$ cat config.mk
export PLATFORM = sky130hd
export DESIGN_NAME = mac_array_seq
export DESIGN_NICKNAME = d
export VERILOG_FILES = /design/src/rtl/mac_array_seq.sv
export SDC_FILE = /design/constraint.sdc
export NUM_CORES = 2
export LEC_CHECK = 0
export CAP_MARGIN = 20
export CORE_MARGIN = 2
export CORE_UTILIZATION = 34
export CTS_CLUSTER_SIZE = 25
export DETAILED_ROUTE_END_ITERATION = 10
export PLACE_DENSITY_LB_ADDON = 0.25
export REMOVE_ABC_BUFFERS = 1
export SYNTH_ARGS = -nofsm -noshare
export SYNTH_HDL_FRONTEND = slang
export SYNTH_SLANG_ARGS = --single-unit
$ cat constraint.sdc
create_clock -name clk -period 8 [get_ports clk]
set_clock_uncertainty 0.05 [all_clocks]
set_input_delay 0.8 -clock clk [delete_from_list [all_inputs] [get_ports clk]]
set_output_delay 0.8 -clock clk [all_outputs]
set_load 0.02 [all_outputs]
$ cat src/rtl/mac_array_seq.sv
// Windowed reader over three lane-packed operand memories feeding LANES independent
// multiply-add lanes: element mode streams A*B+C, dot mode returns C[first] + sum(A*B).
module mac_array_seq #(
  parameter int LANES = 10,
  parameter int DW    = 8,
  parameter int DEPTH = 10,
  parameter int AW    = $clog2(DEPTH),
  parameter int ACC_W = 2*DW + $clog2(DEPTH) + 1
) (
  input  logic                   clk,
  input  logic                   reset_n,
  input  logic                   start,
  input  logic                   mode,
  input  logic [AW-1:0]          base_addr,
  input  logic [AW:0]            len,
  output logic                   mem_en,
  output logic [AW-1:0]          mem_addr,
  input  logic [LANES*DW-1:0]    a_rdata,
  input  logic [LANES*DW-1:0]    b_rdata,
  input  logic [LANES*DW-1:0]    c_rdata,
  output logic [LANES*ACC_W-1:0] res,
  output logic                   res_valid,
  output logic                   res_last,
  output logic                   busy,
  output logic                   done
);

  localparam int EW = 2*DW + 1;
  localparam logic [AW:0]   ONE_L  = (AW+1)'(1);
  localparam logic [AW-1:0] ONE_A  = AW'(1);
  localparam logic [AW-1:0] LAST_A = AW'(DEPTH-1);

  typedef enum logic [1:0] {IDLE = 2'd0, RUN = 2'd1, DRAIN = 2'd2, DONE = 2'd3} state_t;

  state_t state_reg, state_next;

  logic              mode_reg;
  logic [AW:0]       len_reg;
  logic [AW:0]       cnt_reg;
  logic [AW-1:0]     addr_reg;
  logic              accept;
  logic              issue_last;

  logic              rd_v_reg, rd_first_reg, rd_last_reg;
  logic              s1_v_reg, s1_first_reg, s1_last_reg;
  logic [LANES*DW-1:0] a_s1_reg, b_s1_reg, c_s1_reg;
  logic              res_valid_reg, res_last_reg;

  assign accept     = (state_reg == IDLE) && start && (len != '0);
  assign issue_last = (cnt_reg == len_reg - ONE_L);

  always_ff @(posedge clk or negedge reset_n) begin
    if (!reset_n) state_reg <= IDLE;
    else          state_reg <= state_next;
  end

  always_comb begin
    state_next = state_reg;
    case (state_reg)
      IDLE:    if (start) state_next = (len == '0) ? DONE : RUN;
      RUN:     if (issue_last) state_next = DRAIN;
      DRAIN:   if (res_valid_reg && res_last_reg) state_next = DONE;
      DONE:    state_next = IDLE;
      default: state_next = IDLE;
    endcase
  end

  always_comb begin
    mem_en = 1'b0;
    busy   = 1'b0;
    done   = 1'b0;
    case (state_reg)
      RUN:     begin mem_en = 1'b1; busy = 1'b1; end
      DRAIN:   busy = 1'b1;
      DONE:    done = 1'b1;
      default: ;
    endcase
  end

  assign mem_addr  = addr_reg;
  assign res_valid = res_valid_reg;
  assign res_last  = res_last_reg;

  // Job parameters are frozen at accept; the address walks the window with wrap.
  always_ff @(posedge clk or negedge reset_n) begin
    if (!reset_n) begin
      mode_reg <= 1'b0;
      len_reg  <= '0;
      cnt_reg  <= '0;
      addr_reg <= '0;
    end else if (accept) begin
      mode_reg <= mode;
      len_reg  <= len;
      cnt_reg  <= '0;
      addr_reg <= base_addr;
    end else if (state_reg == RUN) begin
      cnt_reg  <= cnt_reg + ONE_L;
      addr_reg <= (addr_reg == LAST_A) ? '0 : addr_reg + ONE_A;
    end
  end

  // Tags travel alongside the data: memory output stage, then operand stage, then result.
  always_ff @(posedge clk or negedge reset_n) begin
    if (!reset_n) begin
      rd_v_reg      <= 1'b0;
      rd_first_reg  <= 1'b0;
      rd_last_reg   <= 1'b0;
      s1_v_reg      <= 1'b0;
      s1_first_reg  <= 1'b0;
      s1_last_reg   <= 1'b0;
      a_s1_reg      <= '0;
      b_s1_reg      <= '0;
      c_s1_reg      <= '0;
      res_valid_reg <= 1'b0;
      res_last_reg  <= 1'b0;
    end else begin
      rd_v_reg      <= mem_en;
      rd_first_reg  <= mem_en && (cnt_reg == '0);
      rd_last_reg   <= mem_en && issue_last;
      s1_v_reg      <= rd_v_reg;
      s1_first_reg  <= rd_first_reg;
      s1_last_reg   <= rd_last_reg;
      if (rd_v_reg) begin
        a_s1_reg <= a_rdata;
        b_s1_reg <= b_rdata;
        c_s1_reg <= c_rdata;
      end
      res_valid_reg <= s1_v_reg && (!mode_reg || s1_last_reg);
      res_last_reg  <= s1_v_reg && s1_last_reg;
    end
  end

  for (genvar gi = 0; gi < LANES; gi++) begin : g_lane
    logic [DW-1:0]    a_l, b_l, c_l;
    logic [2*DW-1:0]  prod;
    logic [EW-1:0]    elem;
    logic [ACC_W-1:0] acc_next;
    logic [ACC_W-1:0] acc_reg;
    logic [ACC_W-1:0] res_reg;

    assign a_l  = a_s1_reg[gi*DW +: DW];
    assign b_l  = b_s1_reg[gi*DW +: DW];
    assign c_l  = c_s1_reg[gi*DW +: DW];
    assign prod = (2*DW)'(a_l) * (2*DW)'(b_l);
    assign elem = EW'(prod) + EW'(c_l);
    // C only seeds the first element of a dot product.
    assign acc_next = s1_first_reg ? ACC_W'(elem) : acc_reg + ACC_W'(prod);

    always_ff @(posedge clk or negedge reset_n) begin
      if (!reset_n) begin
        acc_reg <= '0;
        res_reg <= '0;
      end else if (s1_v_reg) begin
        acc_reg <= acc_next;
        if (!mode_reg)        res_reg <= ACC_W'(elem);
        else if (s1_last_reg) res_reg <= acc_next;
      end
    end

    assign res[gi*ACC_W +: ACC_W] = res_reg;
  end

endmodule

* After elaboration in Yosys (flattened, before gate mapping)
Cells that the tools add are included.
** Storage, ports and cells
- Bits in registers :: 685
- Latch bits :: 0
- Bits in writable memories :: 0
- Bits in read-only memories :: 0
- Input port bits :: 253
- Output and inout bits :: 219
- Memories kept :: 0
** Cells by class
- Add/sub/neg operators :: 23
- $mul :: 10
- Divide/modulo/power cells :: 0
- Magnitude comparators :: 0
- Equality and inequality tests :: 9
- Shift operators :: 0
- Multiplexer cells :: 43
- Bitwise logic cells :: 0
- Reduce and logical (&&, ||, !) cells :: 17
** Operators by type and width (count)
- $mux W21 :: 30
- $add A21 B16 Y21 :: 10
- $add A16 B8 Y17 :: 10
- $mul A8 B8 Y16 :: 10
- $mux W4 :: 3
- $logic_not A5 Y1 :: 2
- $mux W5 :: 2
- $mux W2 :: 4
- $pmux W2 S4 :: 1
- $logic_and A1 B1 Y1 :: 7
- $ne A2 B2 Y1 const B :: 3
- $add A5 B1 Y5 const B :: 1
- $eq A5 B5 Y1 :: 1
- $reduce_bool A5 Y1 :: 1
- $sub A5 B1 Y5 const B :: 1
- $add A4 B1 Y4 const B :: 1
- $eq A2 B2 Y1 const B :: 2
- $eq A4 B4 Y1 const B :: 1
- $mux W1 :: 3
- $reduce_and A3 Y1 :: 1
- $eq A2 B1 Y1 const B :: 1
- $logic_not A2 Y1 :: 1
- $ne A2 B1 Y1 const B :: 1
- $reduce_and A2 Y1 :: 1
- 4 further kinds :: 4

* Depth between registers and ports, before layout
- Depth after elaboration :: 5
- Depth in mapped cells :: 25
- Gate-level depth less buffers :: 25

* Least setup slack after synthesis
Ideal clock, no wire load.
- Path type :: reg-to-reg
- Start point :: register b_s1_reg[58]
- End point :: register g_lane[7].acc_reg[20]
- Setup time :: 0.126 ns
- Arrival time :: 5.861 ns
- Path slack :: 1.963 ns
- Stages on the path, launching flop included :: 24
- Period minus slack after synthesis :: 6.037 ns
- Cell sequence :: dfrtp_1 and2_1 fa_1 fa_1 inv_1 fa_1 fa_1 inv_1 ha_1 o21ai_0 o21ai_1 a21o_1 a211o_1 and2_1 clkbuf_1 ha_1 a21o_1 a21o_1 a22o_1 a31oi_1 a221oi_1 nor3b_1 nor3b_1 a221o_1
** On the way
- Word-level cells in the longest chain between the ends :: 3
** Ends and longest elaborated chain
- start, declared :: line 46 : logic [LANES*DW-1:0] a_s1_reg, b_s1_reg, c_s1_reg;
- start signal, assigned :: line 125 : b_s1_reg <= b_rdata;
- $mul A8 B8 Y16 :: line 144 : assign prod = (2*DW)'(a_l) * (2*DW)'(b_l);
- $add A21 B16 Y21 :: line 147 : assign acc_next = s1_first_reg ? ACC_W'(elem) : acc_reg + ACC_W'(prod);
- $mux W21 :: line 147
- end signal, assigned :: line 154 : acc_reg <= acc_next;
- end, declared :: line 138 : logic [ACC_W-1:0] acc_reg;
No other way between the ends.
A chain may end at the register's enable or synchronous reset.

* Worst setup path in the final report
- Start point :: register b_s1_reg[26]
- End point :: register g_lane[3].acc_reg[20]
** On the way
- Word-level cells in the longest chain between the ends :: 3
** Ends and longest elaborated chain (line)
- $mul A8 B8 Y16 :: 144
- $add A21 B16 Y21 :: 147
- $mux W21 :: 147
- end signal, assigned :: 154
- end, declared :: 138
No other way between the ends.

==> key figures <==
Global route
  – GRT Max-Usage Layer: met2
  – Initial antenna violation count: 10
  – Maximum number of pins on one net before global-route repair: 144
  – Vias in the first global route: 51900
  – First-pass GRT wire length: 293000 µm
  – GR Util met1: 0.253
  – Grt ovf: 0
  – Tot GR Track Use: 0.196
  – Met2 Use GR: 0.328
  – Met3 usage: 0.0286

Setup path
  – Crit end category: register
  – Arr. time, crit path: 7.14 ns
  – Crit Path Class: register to register
  – CP required: 8.54 ns
  – Worst r2r path cells: 21
  – Crit Path Max Fanout: 9
  – CP startpoint kind: register

Route
  – Antenna-violating nets left: 0
  – Vias: 50500
  – Router iterations before antenna repair: 6
  – Drc violations: 0
  – Drt via density: 5.18
  – Final WL: 184000 µm
  – DR iter-0 viols: 2746
  – Drt wl/cell: 18.9 µm

Logic synthesis
  – Unique masters post-synth: 98
  – Synth Cell Area: 0.0629 mm²
  – Synth Area per Inst: 9.24 µm²
  – Flops & latches, synth: 685
  – Post-Syn Instances: 6810
  – Seq/Total Area, Yosys: 0.272
  – Yosys Warn Count: 0
  – Yosys top cell by area: dfrtp_1
  – Synth top area cells: dfrtp_1 27%, ha_1 12%, fa_1 12%
  – Post-synth EDFFs: 0
  – Asr flop ratio synth: 1.00
  – Top FF cell, synth: dfrtp_1
  – Top cell type's share of synthesized area: 0.272

Timing
  – Fmax: 0.152 GHz
  – Max Slew Vio Count: 0
  – Final period util: 0.825
  – RSZ-0062 raised after global routing: no
  – Worst rel slew slack: 0.243
  – WHS: 0.288 ns
  – Final Hold Violating Endpoints: 0
  – Period minus WS final: 6.60 ns
  – Worst slew pin tran: 1.13 ns
  – Final setup fails: 0

Outcome
  – Outcome: finished clean

Layout
  – Final instance area: 0.0737 mm²
  – FILL cells: 18300
  – Final #Nets: 8463
  – Multi-input gate area: 0.0428 mm²
  – Layout Utilization: 0.402
  – Area Overhead vs Synth: 17.1%
  – Storage cell area: 0.0172 mm²
  – Share of cells above drive strength 1: 0.0727

Die
  – Full die area: 0.189 mm²
  – Starting Density: 0.343
  – Die height: 434 µm
  – DIE WIDTH: 434 µm
  – IO Pins: 472
  – Row count: 157
  – Core Box Area: 0.183 mm²

Clock network
  – Root Buffer: clkbuf_16
  – CTS sink cnt: 685
  – Clk pin slew, worst setup/hold paths: 0.06 ns
  – CTS tree: yes
  – Post-CTS setup buffers: 0
  – Clk_lat worst skew: 0.74 ns
  – Max Root-Sink Buffers: 3
  – H-tree level count: 3
  – # resized after CTS: 0
  – CTS Buf Count: 92

Place
  – Port Buffers: 471
  – Final Wtd Congestion: 0.862
  – DP Wirelength: 136000 µm
  – Placed cell areas: 0.0704 mm²

Job
  – Max Cap Viol: 0

Worst hold path
  – Worst Hold Class: register to register
  – Worst Hold Depth: 0
==> cells by family after synthesis <==
| kind of cell | Yosys count | share of synthesized area |
|---|---|---|
| and+or+nand+nor | 2092 | 0.167 |
| AOI/OAI and AO/OA | 1449 | 0.149 |
| adders and majority gates | 1008 | 0.246 |
| buffers and inverters | 831 | 0.0497 |
| DFF | 685 | 0.272 |
| xor gates and xnor gates | 373 | 0.0519 |
| muxes | 372 | 0.0643 |
==> Yosys cell counts (79+ instances only) <==
master	number
nand2_1	572
a31oi_1	118
nor2_1	484
mux2_2	259
nand3_1	79
o21ai_0	247
mux2i_1	113
fa_1	380
xnor2_1	262
a21o_1	126
ha_1	628
clkbuf_1	186
xor2_1	111
a21oi_1	408
dfrtp_1	685
inv_1	620
and2_1	580
==> critical path, stage by stage, from the launching register on <==
cell	delay, ns
dfrtp_1	0.48
nand2_1	0.13
fa_1	0.51
fa_1	0.55
inv_1	0.05
fa_1	0.48
inv_1	0.05
fa_1	0.47
inv_1	0.04
ha_1	0.37
and3_1	0.22
a221o_1	0.39
nor3_1	0.36
nor2_1	0.16
ha_1	0.26
or4_1	0.51
a211oi_1	0.43
o211ai_1	0.18
o211a_1	0.22
or3b_1	0.24
mux2i_1	0.20
o22ai_1	0.10
==> path summary, 6_finish.rpt <==
kind / from / end / slack, ns
worst max register to register: b_s1_reg[26] / g_lane[3].acc_reg[20] / 1.40
min in group asynchronous: reset_n / a_s1_reg[1] / 0.60
worst min-delay path: rd_last_reg / s1_last_reg / 0.29
worst max-delay path: b_s1_reg[26] / g_lane[3].acc_reg[20] / 1.40
worst min register to register: rd_last_reg / s1_last_reg / 0.29
max in group asynchronous: reset_n / c_s1_reg[19] / 5.32
==> layer usage <==
layer	up-vias	share of wire
met5	-	0.000071
li1	24400	-
met2	931	0.48
met3	226	0.042
met1	24900	0.45
met4	2	0.036
==> layout by cell type (no fill, tap or decap), types with 35 or more instances in the layout <==
cell type        Yosys  final
nor3_1              75     75
clkbuf_16            0     93
dfrtp_1            685    682
o21bai_1            37     37
nand3_1             79     79
fa_1               380    380
a211oi_1            62     62
and2_1             580    580
nor2b_1             35     35
a31oi_1            118    118
xnor2_1            262    262
a21oi_1            408    408
o21a_1              62     62
and3_1              36     36
xor2_1             111    111
o22ai_1             35     35
nor2_1             484    479
mux2_2             259    259
clkdlybuf4s50_1      0    470
inv_1              620    618
o211ai_1            51     51
nand2_1            572    567
ha_1               628    628
a21o_1             126    126
nand4_1             42     42
o221ai_1            52     52
o21ai_0            247    247
mux2i_1            113    113
==> per-stage QoR <==
step                      setup slack [ns]   TNS, ns  instances
final                                 1.40         0       9750
after global placement                1.53         0       9571
after floorplan                      -9.77  -1707.53       6600
after global routing                 0.929         0       9749
after detailed placement              1.44         0       9571
after CTS                             1.40         0       9743
==> timing repair <==
action,4_1_cts,5_1_grt
setup endpoints to repair,0,0
hold endpoints to repair,34,0
hold buffers,1,0
==> final cells by class <==
cell class                 count  area share
clock buffer                 121      0.0350
antenna                        7    0.000238
sequential                   685       0.233
clock inverter                50     0.00981
inverter                     621      0.0319
multi-input combinational   5294       0.580
tap                         2464      0.0418
timing repair buffer         508      0.0685
Power is left out: the tool's default activity adds up to more than one toggle a clock period on the data nets, which glitch-free logic cannot reach.
